**config.mk**
```make
export PLATFORM = sky130hd
export DESIGN_NAME = vma_queue
export DESIGN_NICKNAME = d
export VERILOG_FILES = /design/src/rtl/vma_pkg.sv /design/src/rtl/vma_fifo.sv /design/src/rtl/vma_queue.sv
export SDC_FILE = /design/constraint.sdc
export NUM_CORES = 1
export LEC_CHECK = 0
export CORE_ASPECT_RATIO = 1.25
export CORE_UTILIZATION = 25
export CTS_CLUSTER_SIZE = 16
export DETAILED_ROUTE_END_ITERATION = 8
export GPL_ROUTABILITY_DRIVEN = 0
export MAX_ROUTING_LAYER = met4
export SYNTH_ARGS = -nofsm -noshare
export SYNTH_HDL_FRONTEND = slang
export SYNTH_SLANG_ARGS = --single-unit
```
**constraint.sdc**
```tcl
create_clock -name clk -period 7.65 [get_ports clk]
set_input_delay 1.1475 -clock clk [delete_from_list [all_inputs] [get_ports clk]]
set_output_delay 1.1475 -clock clk [all_outputs]
set_load 0.02 [all_outputs]
```
**src/rtl/vma_pkg.sv**
```systemverilog
// Shared descriptor layout for the VMA queue: {addr, cyc, flags}, with flags in the low bits.
package vma_pkg;
   localparam int CYC_W = 4;

   localparam int CYC_READ     = 3;
   localparam int CYC_WRTEST   = 2;
   localparam int CYC_WRITE    = 1;
   localparam int CYC_CACHEINH = 0;

   localparam int FLAG_USER   = 7;
   localparam int FLAG_FETCH  = 6;
   localparam int FLAG_PHYS   = 5;
   localparam int FLAG_PREV   = 4;
   localparam int FLAG_IO     = 3;
   localparam int FLAG_WRU    = 2;
   localparam int FLAG_VECT   = 1;
   localparam int FLAG_IOBYTE = 0;

   function automatic int desc_w(input int addr_w, input int flag_w);
      return addr_w + CYC_W + flag_w;
   endfunction
endpackage

```
**src/rtl/vma_fifo.sv**
```systemverilog
// Generic DEPTH x W register FIFO with flush.
// push/pop/flush arrive already qualified by the clock enable.
module vma_fifo #(
   parameter int DEPTH = 4,
   parameter int W     = 32
) (
   input  logic                     clk,
   input  logic                     rst,
   input  logic                     push,
   input  logic                     pop,
   input  logic                     flush,
   input  logic [W-1:0]             din,
   output logic [W-1:0]             dout,
   output logic [$clog2(DEPTH):0]   count,
   output logic                     full
);
   localparam int PTR_W = $clog2(DEPTH);
   localparam int CNT_W = PTR_W + 1;

   logic [W-1:0]     r_mem [DEPTH];
   logic [PTR_W-1:0] r_head;
   logic [PTR_W-1:0] r_tail;
   logic [CNT_W-1:0] r_count;

   always_ff @(posedge clk or posedge rst) begin
      if (rst) begin
         r_head  <= '0;
         r_tail  <= '0;
         r_count <= '0;
         for (int i = 0; i < DEPTH; i++) r_mem[i] <= '0;
      end else if (flush) begin
         // Drop every unissued entry; storage contents are don't-care once the head catches up.
         r_head  <= r_tail;
         r_count <= '0;
      end else begin
         if (push) begin
            r_mem[r_tail] <= din;
            r_tail        <= r_tail + 1'b1;
         end
         if (pop) r_head <= r_head + 1'b1;
         case ({push, pop})
            2'b10:   r_count <= r_count + 1'b1;
            2'b01:   r_count <= r_count - 1'b1;
            default: r_count <= r_count;
         endcase
      end
   end

   assign dout  = r_mem[r_head];
   assign count = r_count;
   assign full  = (r_count == CNT_W'(DEPTH));
endmodule

```
**src/rtl/vma_queue.sv**
```systemverilog
// Virtual memory address queue between microcode VMA load and the bus arbiter.
// Adds auto-increment addressing, page-fail flush, last-descriptor readback and a load strobe.
module vma_queue
   import vma_pkg::*;
#(
   parameter int ADDR_W = 20,
   parameter int DEPTH  = 4,
   parameter int FLAG_W = 8
) (
   input  logic                           clk,
   input  logic                           rst,
   input  logic                           clken,
   input  logic                           ld,
   input  logic                           ld_inc,
   input  logic [ADDR_W-1:0]              ld_addr,
   input  logic [CYC_W-1:0]               ld_cyc,
   input  logic [FLAG_W-1:0]              ld_flags,
   input  logic                           page_fail,
   output logic [ADDR_W+CYC_W+FLAG_W-1:0] vma_cur,
   output logic                           hd_valid,
   output logic [ADDR_W+CYC_W+FLAG_W-1:0] hd_desc,
   input  logic                           hd_ack,
   output logic                           full,
   output logic [$clog2(DEPTH):0]         count,
   output logic                           vma_load
);
   localparam int DESC_W = desc_w(ADDR_W, FLAG_W);

   logic [DESC_W-1:0] r_cur;
   logic              r_vma_load;
   logic [ADDR_W-1:0] w_cur_addr;
   logic [ADDR_W-1:0] w_new_addr;
   logic [DESC_W-1:0] w_desc;
   logic              w_full;
   logic              w_hd_valid;
   logic              w_pop;
   logic              w_accept;
   logic              w_flush;
   logic [$clog2(DEPTH):0] w_count;

   assign w_cur_addr = r_cur[DESC_W-1 -: ADDR_W];
   assign w_new_addr = ld_inc ? (w_cur_addr + ADDR_W'(1)) : ld_addr;
   assign w_desc     = {w_new_addr, ld_cyc, ld_flags};

   assign w_hd_valid = (w_count != '0);
   // A page fail wins over both ack and load: nothing is issued or enqueued that cycle.
   assign w_flush  = clken & page_fail;
   assign w_pop    = clken & ~page_fail & w_hd_valid & hd_ack;
   assign w_accept = clken & ld & ~page_fail & (~w_full | (w_hd_valid & hd_ack));

   vma_fifo #(.DEPTH(DEPTH), .W(DESC_W)) u_fifo (
      .clk   (clk),
      .rst   (rst),
      .push  (w_accept),
      .pop   (w_pop),
      .flush (w_flush),
      .din   (w_desc),
      .dout  (hd_desc),
      .count (w_count),
      .full  (w_full)
   );

   always_ff @(posedge clk or posedge rst) begin
      if (rst) begin
         r_cur      <= '0;
         r_vma_load <= 1'b0;
      end else if (clken) begin
         r_vma_load <= ld;
         if (w_accept) r_cur <= w_desc;
      end
   end

   assign vma_cur  = r_cur;
   assign vma_load = r_vma_load;
   assign hd_valid = w_hd_valid;
   assign full     = w_full;
   assign count    = w_count;
endmodule

```
==> results.cfg, run 1 <==
[status]
status = complete, but fails checks
violations = DRC

[layout]
finalCoreUtilization_pct = 31.60
num_antenna_cells = 0
seq_area_um2 = 4207
layout_commonest_cell = nand2_1
mostFrequentLayoutCells = nand2_1 (246), dfrtp_1 (166), clkdlybuf4s50_1 (107), mux2_2 (45), mux4_2 (32)
fin_cells = 1310
fin_nets = 925
drive_gt1_share_pct = 14.24
area_delta_synth_final_pct = 23.70
n_fill_cell = 3399
multi_input_area_um2 = 3896

[floorplanning]
io_pins = 109
dieArea_um2 = 34230
start_util_pct = 25.54
coreArea_um2 = 32780
die_x_um = 165.7
rows = 74
die_h_um = 206.6

[clock_network]
postCtsHoldBufs = 0
cts_buffer_depth = 2
htreeDepth = 4
cts-root-buf = clkbuf_16
numCtsBuffers = 17
cts.repair.resized = 0
clk-insertion-delay-late_ns = 0.43
post_cts_buffers = 0
clkTransAtPathRegs_ns = 0.06
cts_tree = built
cts_sinks = 168

[logic_synthesis]
synth_top_cell_by_area = dfrtp_1
syn_area_um2 = 8372
synth_warnings = 0
syn_area_per_cell_um2 = 10.44
yosysTopAreaCellShare_pct = 50.22
ys_top_cells_by_area = dfrtp_1 (50%), nand2_1 (11%), mux4_2 (8.6%)
ys_seq_area_share_pct = 50.22
syn_inst = 802
synth-seq-cells = 168
syn_nets = 848
ys_types = 44

[placement]
dp_hpwl_mm = 14.71
port_buffers = 108
dp.cells = 1278

[sta]
tns_ns = 0
rsz0062_at_grt = no
setup_viol = 0
finClkSkew_ns = 0.01411
whs_ns = 0.4733
worstMarginPinSlew_ns = 1.123
fin_crit_ns = 3.857
max_freq_mhz = 259.3
finalHoldViolCount = 0
post-route-period-util_pct = 50.42
slew_viol_final = 0
relSlewSlack_pct = 24.90

[setup_path]
cp-start-kind = flop
arrival_ns = 2.71
end_kind = output port
worstPathMaxFanout = 33
path_class = reg -> out
crit_family = flip-flops
max_stage_delay_ns = 1.07
crit_path_cell_trace = mux4_2 -> clkdlybuf4s50_1
cp.required_ns = 6.50
path_buf_inv = 1
slowest_stage = dfrtp_2

[global_routing]
grt_max_degree = 89
antenna_found_initial = 1
grt_pass1_vias = 6362
grt.overflow.total = 0
grt_pass1_wl_mm = 36.51
grt.total_usage_pct = 14.33

[detailed_routing]
wl_per_cell_um = 17.55
drtIter0Drc = 406
route.detailed.drc = 20
drt-pass1-iter-count = 7
antenna_left = 0
wl_mm = 23.00
via_count = 6349
vias_per_cell = 4.847

[pwr]
p_per_area_nw_per_um2 = 394.3
p_leak_nw = 4.363
peakVddDrop_mv = 0.1396

[worst_hold_path]
min_path_type = reg -> reg

[job]
drv_cap = 0
## stage by stage
step | area, µm² | worst slack [ns] | power (mW)
final | 10360 | 3.793 | 4.084
after global routing | 10360 | 3.658 | 4.336
after CTS | 10360 | 3.697 | 4.141
after detailed placement | 9801 | 3.467 | 3.300
after global placement | 9801 | 3.571 | 3.259
after floorplan | 8372 | 1.956 | 2.570
## synth_stat cells, drive strengths merged
library cell	n
a211o	8
a21oi	6
a2bb2oi	1
a31oi	12
and2	1
and3	5
and3b	1
buf	25
clkbuf	33
dfrtp	168
fa	1
ha	6
inv	9
mux2	52
mux2i	24
mux4	32
nand2	246
nand2b	3
nand3	31
nand3b	2
nand4	23
nand4b	5
nor2	22
nor2b	10
nor3	3
nor3b	1
nor4	3
nor4b	1
o2111ai	8
o211ai	4
o21ai	14
o221ai	4
o22ai	1
o31ai	4
or3	10
or4	12
or4b	1
xnor2	7
xor2	3
## per-layer routing
layer | GRT usage (%) | vias up | part of all wire [%]
li1 | - | 2979 | -
met1 | 17.40 | 3210 | 44
met2 | 24.30 | 140 | 51
met3 | 2.345 | 20 | 3.6
met4 | 4.840 | 0 | 1.4
met5 | - | - | 0
## sequential cells by signal, summed over array words and instances (netlist names)
name and count:
vma_load 1, u_fifo.count 3, u_fifo.r_tail 2, vma_cur 32
u_fifo.r_head 2, u_fifo.r_mem 128
## worst min-delay path: stages, from the launching register on
cell and delay [ns]:
dfrtp_1 0.34, nand2_1 0.05, nand2_1 0.05
## kinds of logic (layout without fill, tap and decap cells)
family                     Yosys count  in the layout  share of synthesized area (%)
and+or+nand+nor                    380            380                          20.65
DFF                                168            168                          50.22
muxes                              108            108                          18.47
buffers and inverters               67            157                          3.393
AOI/OAI and AO/OA                   62             62                          5.082
xor gates and xnor gates            10             10                          1.046
adders and majority gates            7              7                          1.136
## path summary, 6_finish.rpt
path | from | endpoint | slack [ns] | depth (start not counted)
max | u_fifo.r_head[1]$_DFFE_PP0P_ | hd_desc[0] | 3.79 | 2
min | vma_cur[7]$_DFFE_PP0P_ | vma_cur[7]$_DFFE_PP0P_ | 0.47 | 2
max reg2reg | u_fifo.count[0]$_DFFE_PP0P_ | u_fifo.count[2]$_DFFE_PP0P_ | 4.68 | 8
min reg2reg | vma_cur[7]$_DFFE_PP0P_ | vma_cur[7]$_DFFE_PP0P_ | 0.47 | 2
min in group asynchronous | rst | vma_load$_DFFE_PP0P_ | 1.25 | 2
max in group asynchronous | rst | u_fifo.r_mem[55]$_DFFE_PP0P_ | 4.83 | 3
## final cells by class
class / count / area share (%)
Clock buffer: 20 / 4.216
Clock inverter: 12 / 1.148
Inverter: 9 / 0.3745
Multi-Input combinational cell: 567 / 37.62
Sequential cell: 168 / 40.62
Tap cell: 418 / 5.050
Timing Repair Buffer: 116 / 10.97
## report_power, final
part / switching (mW) / internal, mW / total, mW
Clock: 0.368 / 0.454 / 0.822
Sequential: 0.287 / 1.27 / 1.56
Combinational: 0.830 / 0.873 / 1.70
No activity file was read; power rests on OpenSTA's default activity.
==> run 2, diff against run 1 <==
Clock period 7.65 ns to 3.9 ns, I/O delays scaled along.
==> results.cfg, run 2 (synthesis results as in run 1) <==
[clock_network]
cts_sinks = 168
clk-insertion-delay-late_ns = 0.44
htreeDepth = 4
postCtsHoldBufs = 0
cts.repair.resized = 0
cts_tree = built
post_cts_buffers = 0
numCtsBuffers = 17
cts_buffer_depth = 2
clkTransAtPathRegs_ns = 0.07
cts-root-buf = clkbuf_16

[global_routing]
grt_max_degree = 90
antenna_found_initial = 0
grt_pass1_wl_mm = 36.70
grt.total_usage_pct = 14.28
grt.overflow.total = 0
grt_pass1_vias = 6477

[layout]
drive_gt1_share_pct = 15.05
seq_area_um2 = 4207
fin_area_um2 = 10460
fin_nets = 930
num_antenna_cells = 0
finalCoreUtilization_pct = 31.90
multi_input_area_um2 = 3896
layout_commonest_cell = nand2_1
largest_reg_flops = 128
mostFrequentLayoutCells = nand2_1 (246), dfrtp_1 (166), clkdlybuf4s50_1 (107), mux2_2 (45), mux4_2 (32)
regMostFlops = u_fifo.r_mem
n_fill_cell = 3363
area_delta_synth_final_pct = 24.88

[setup_path]
slowest_stage = dfrtp_2
path_class = reg -> out
worstPathMaxFanout = 20
startpoint = u_fifo.r_head[0]$_DFFE_PP0P_
r2r-start = vma_cur[12]$_DFFE_PP0P_
rr_endpoint = u_fifo.r_mem[28]$_DFFE_PP0P_
cp.required_ns = 3.31
max_stage_delay_ns = 0.88
end_kind = output port
ff2ff_path_depth = 5
r2r_setup_slack_ns = 0.96
arrival_ns = 2.64
cp-start-kind = flop
crit_path_cell_trace = buf_4 -> mux4_2 -> clkdlybuf4s50_1

[placement]
port_buffers = 108
placed_cell_area_um2 = 9862
pre_cts_ws_ns = 0.9178
dp_hpwl_mm = 15.02

[pwr]
finalPower_mw = 8.104
p_per_area_nw_per_um2 = 775.2
peakVddDrop_mv = 0.2900
p_leak_nw = 4.411

[sta]
finalHoldViolCount = 0
max_freq_mhz = 309.7
worstMarginPinSlew_ns = 0.9977
tns_ns = 0
finClkSkew_ns = 0.01463
relSlewSlack_pct = 32.98
setup_slack_ns = 0.6712
rsz0062_at_grt = no
setup_viol = 0
post-route-period-util_pct = 82.79
slew_viol_final = 0
fin_crit_ns = 3.229

[detailed_routing]
antenna_left = 0
route.detailed.drc = 18
drtIter0Drc = 478
wl_mm = 22.94
wl_per_cell_um = 17.45
drt-pass1-iter-count = 7
vias_per_cell = 4.811
via_count = 6326

[floorplanning]
start_util_pct = 25.54
dieArea_um2 = 34230
coreArea_um2 = 32780
io_pins = 109
rows = 74
die_x_um = 165.7
die_h_um = 206.6

[worst_hold_path]
min_path_type = in -> async

[status]
status = complete, but fails checks
violations = DRC

[job]
drv_cap = 0
==> run 2: cell types whose count changed in the layout (fill, tap and decap cells not counted) <==
cell,change
inv_8,+3
bufinv_16,-1
clkinv_2,-2
inv_6,-1
clkinv_8,+3
clkbuf_1,-3
buf_4,+3
clkbuf_8,+1
buf_12,+2
==> run 2: worst max path at each step <==
stage                     slack [ns]                           end
after floorplan                 1.17   u_fifo.count[0]$_DFFE_PP0P_
after global placement          1.03  u_fifo.r_mem[48]$_DFFE_PP0P_
after detailed placement        0.92   u_fifo.count[2]$_DFFE_PP0P_
after CTS                       0.59                    hd_desc[0]
after global routing            0.54                   hd_desc[22]
final                           0.67                    hd_desc[0]
==> run 2: through the flow <==
step / instances / hold WS, ns
final: 1315 / 0.4620
after global placement: 1283 / 0.4530
after global routing: 1315 / 0.4732
after floorplan: 802 / 0.4403
after detailed placement: 1283 / 0.4620
after CTS: 1315 / 0.4599
==> run 2: power by group <==
group | leakage (nW) | switching (mW) | internal [mW]
logic | 2.07 | 1.60 | 1.72
clock network | 0.288 | 0.809 | 0.874
registers | 2.05 | 0.605 | 2.49
total | 4.41 | 3.01 | 5.09
==> run 2: layout make-up <==
class                   instances  area share, %
clock buffers                  18          4.201
clock inverters                14          1.472
inverters                       9         0.3590
multi-input cells             567          37.27
flip-flops and latches        168          40.23
well taps                     418          5.002
repair buffers                121          11.46
==> run 2: critical path: cells and delay by family (launching register included) <==
family,cells,cell delay (ns)
buffers and inverters,2,0.96
DFF,1,0.88
muxes,1,0.37
==> run 2: layer usage <==
layer,GRT usage (%),part of all wire (%),routed length [µm]
met4,4.272,1.4,326
met3,2.784,5.2,1194
met5,-,0,0
met2,23.76,49,11240
met1,17.64,44,10190
==> run 3, diff against run 2 <==
Clock period 3.9 ns to 2.8 ns, I/O delays scaled along.
==> results.cfg, run 3 (synthesis results as in run 1) <==
[status]
status = complete, but fails checks
violations = DRC

[global_routing]
grt.total_usage_pct = 14.62
grt.overflow.total = 0
grt_pass1_wl_mm = 37.54
antenna_found_initial = 0
grt_max_degree = 96
grt_pass1_vias = 6557

[clock_network]
cts.repair.resized = 0
clk-insertion-delay-late_ns = 0.44
cts_tree = built
htreeDepth = 4
numCtsBuffers = 17
cts-root-buf = clkbuf_16
cts_buffer_depth = 2
cts_sinks = 168
clkTransAtPathRegs_ns = 0.07

[sta]
relSlewSlack_pct = 56.92
post-route-period-util_pct = 95.93
fin_crit_ns = 2.686
finClkSkew_ns = 0.01611
setup_viol = 0
max_freq_mhz = 372.3
whs_ns = 0.3175
slew_viol_final = 0
finalHoldViolCount = 0
setup_slack_ns = 0.1140
rsz0062_at_grt = no
tns_ns = 0
worstMarginPinSlew_ns = 0.6373

[detailed_routing]
antenna_left = 0
drt-pass1-iter-count = 6
route.detailed.drc = 18
drtIter0Drc = 514
vias_per_cell = 4.876
wl_per_cell_um = 17.54
via_count = 6524
wl_mm = 23.47

[setup_path]
crit_path_cell_trace = buf_12 -> mux4_2 -> clkdlybuf4s50_1
ff2ff_path_depth = 7
worstPathMaxFanout = 32
slowest_stage = mux4_2
cp-start-kind = flop
end_kind = output port
arrival_ns = 2.27
path_class = reg -> out
cp.required_ns = 2.38
rr_endpoint = u_fifo.count[2]$_DFFE_PP0P_
crit_family = buffers and inverters
r2r-start = u_fifo.count[1]$_DFFE_PP0P_
max_stage_delay_ns = 0.58
r2r_setup_slack_ns = 0.39
startpoint = u_fifo.r_head[1]$_DFFE_PP0P_
path_buf_inv = 2

[layout]
fin_nets = 953
drive_gt1_share_pct = 17.17
area_delta_synth_final_pct = 27.72
regMostFlops = u_fifo.r_mem
layout_commonest_cell = nand2_1
fin_cells = 1338
num_antenna_cells = 0
n_fill_cell = 3380
largest_reg_flops = 128
fin_area_um2 = 10690
finalCoreUtilization_pct = 32.62
mostFrequentLayoutCells = nand2_1 (246), dfrtp_1 (166), clkdlybuf4s50_1 (107), mux2_2 (45), mux4_2 (32)

[pwr]
peakVddDrop_mv = 0.4601
clkPwrFrac_pct = 20.4
finalPower_mw = 11.40
p_per_area_nw_per_um2 = 1066
p_int_mw = 7.172
p_leak_nw = 4.537
p_sw_mw = 4.228
sw_frac_of_total_pct = 37.09
seqPwrFrac_pct = 36.3
combPwrFrac_pct = 43.3

[placement]
dp_hpwl_mm = 15.50
pre_cts_ws_ns = 0.1252
port_buffers = 108
dp.cells = 1304
placed_cell_area_um2 = 10090

[floorplanning]
die_h_um = 206.6
rows = 74
start_util_pct = 25.54
io_pins = 109
coreArea_um2 = 32780
dieArea_um2 = 34230
die_x_um = 165.7

[worst_hold_path]
min_path_type = in -> async

[job]
drv_cap = 0
-- run 3: changes by cell type in the layout (fill, tap and decap cells not counted), sizes merged --
cell,delta
buf,+23
clkbuf,-1
clkinv,-1
clkinvlp,+1
inv,+1
-- run 3: how the worst max path moves through the flow --
stage	to	slack, ns	depth (start not counted)
floorplan	u_fifo.count[0]$_DFFE_PP0P_	0.24	1
global placement	u_fifo.count[2]$_DFFE_PP0P_	0.19	9
detailed placement	u_fifo.count[2]$_DFFE_PP0P_	0.13	9
CTS	hd_desc[0]	0.01	3
global route	hd_desc[0]	0.05	3
finish	hd_desc[0]	0.11	3
-- run 3: what timing repair did --
action	CTS	global route
setup endpoints to repair	0	10
endpoints found under the hold margin	0	0
setup buffers	0	2
hold buffers	0	0
-- run 3: layer usage --
| metal | up-vias | routed length (µm) | track usage, % |
|---|---|---|---|
| met2 | 180 | 11980 | 25.12 |
| met3 | 17 | 1084 | 2.364 |
| met4 | 0 | 279 | 3.505 |
| li1 | 3024 | - | - |
| met1 | 3303 | 10130 | 18.06 |
| met5 | - | 0 | - |
-- run 3: power by group through the flow --
stage                     Combinational [mW]  Sequential [mW]  Clock [mW]
after floorplan                         2.92             4.10           0
after global placement                  4.90             4.15           0
after detailed placement                4.96             4.20           0
after CTS                               4.99             4.15        2.39
after global routing                    5.35             4.28        2.47
final                                   4.94             4.14        2.33
-- run 3: final cells by class --
class                           count  area [µm²]  share of cell area, %
Sequential cell                   168        4207                  39.34
Multi-Input combinational cell    567        3896                  36.44
Timing Repair Buffer              144        1446                  13.53
Tap cell                          418       523.0                  4.891
Clock buffer                       17       425.4                  3.978
Clock inverter                     15       157.7                  1.474
Inverter                            9       37.54                 0.3510
==> RTL edit (config.mk and constraints of run 3) <==
Put a register stage on the output `count`, cleared by the reset. The value now appears one clock later. The other outputs are not delayed to match.
--- a/src/rtl/vma_queue.sv
+++ b/src/rtl/vma_queue.sv
@@ -26,4 +26,6 @@
 );
    localparam int DESC_W = desc_w(ADDR_W, FLAG_W);
+
+   logic [$clog2(DEPTH):0] count_d;
 
    logic [DESC_W-1:0] r_cur;
@@ -75,5 +77,13 @@
    assign hd_valid = w_hd_valid;
    assign full     = w_full;
-   assign count    = w_count;
+   assign count_d  = w_count;
+   always_ff @(posedge clk or posedge rst) begin
+      if (rst) begin
+         count <= '0;
+      end else begin
+         count <= count_d;
+      end
+   end
+
 endmodule
 
Check against the original RTL: not equivalent (Yosys sat finds a counterexample within 4 cycles, from zero or initial values and one cycle with rst high).
==> RTL edit against run 3 <==
- the run still ends with design-rule violations left
- sequential power rose by 1%
- synthesized cell count rose by 2.0%
- setup slack got worse by 0.0075 ns
- sequential cell count rose by 3
- clock power rose by 9.4%
- via count fell by 0.21%
- utilization rose by 0.10 points
- synthesized area rose by 0.36%
- cell area rose by 0.60%
- routed wire length rose by 1.7%
- total power rose by 0.88%
- clock skew fell by 0.0072 ns
- critical endpoint is now hd_desc[24]
- largest cell class unchanged
- largest power group unchanged
==> RTL edit: results <==
run_status:
  outcome: "finished with violations"
  failed_checks: "design-rule violations"
global_routing:
  grt_use_met2: 0.249
  grt_pass1_vias: 6725
  met3_usage: 0.0282
  grt_use_total: 0.151
  grt_first_pass_wirelength_um: 38400
power:
  p_switching_mw: 4.04
  comb_power_mw: 4.76
  ir_drop_v: 0.000476
logic_synthesis:
  synthTopCellsByArea: "dfrtp_1, nand2_1, mux4_2, mux2_2, mux2i_1"
  synth_adder_area_share: 0.0113
  synth_commonest_cells: "nand2_1, dfrtp_1, mux2_2, o21ai_0, mux4_2"
  syn_nets: 864
  synthMuxAreaShare: 0.166
  ys_seq_area_frac: 0.509
layout:
  fillers: 3285
  seq_share: 0.398
  nets: 968
  design.seq.count: 171
  buffers: 142
  bufAreaShareNonClock: 0.130
  clkCellAreaFrac: 0.0591
  finalNonFillerCells: 1352
  multi_input_area_share: 0.360
  n_all_inverters: 11
  drive_gt1_frac: 0.165
routing:
  drc: 6
  first_iter_violations: 486
  wl_um: 23900
  dr.pass1.iters: 7
worst_setup_path:
  worstReg2RegStart: "u_fifo.count[2]$_DFFE_PP0P_"
placed_design:
  dp.final_hpwl_um: 16500
  placedCellCount: 1321
timing:
  fin_crit_sh: 0.962
  holdWs_ns: 0.330
  slew_headroom: 0.365
RTL edit: changes by cell type after synthesis, sizes merged, moves of 8 or more:
cell,run 3,this run
nor3,3,26
o21ai,14,37
nand4,23,5
mux2,52,37
nand3,31,19
a211o,8,0
a31oi,12,20
nor2,22,30
o2111ai,8,0
RTL edit: per-stage QoR:
stage,util,instance area [µm²]
2_1_floorplan,-,8410
3_3_place_gp,0.308,10100
3_5_place_dp,0.308,10100
4_1_cts,0.327,10800
5_1_grt,0.327,10800
6_report,0.327,10800
RTL edit: cells by family after synthesis:
logic type               count (synthesis)
flip-flops                             171
adder cells (fa/ha/maj)                  7
XOR/XNOR                                10
AND/OR/NAND/NOR                        374
AO/OA/AOI/OAI                           93
multiplexers                            95
buffers and inverters                   68
RTL edit: per-layer routing:
metal | vias to the layer above | part of all wire
met1 | 3264 | 0.44
met2 | 170 | 0.49
li1 | 3059 | -
met3 | 17 | 0.052
met5 | - | 0
met4 | 0 | 0.0092
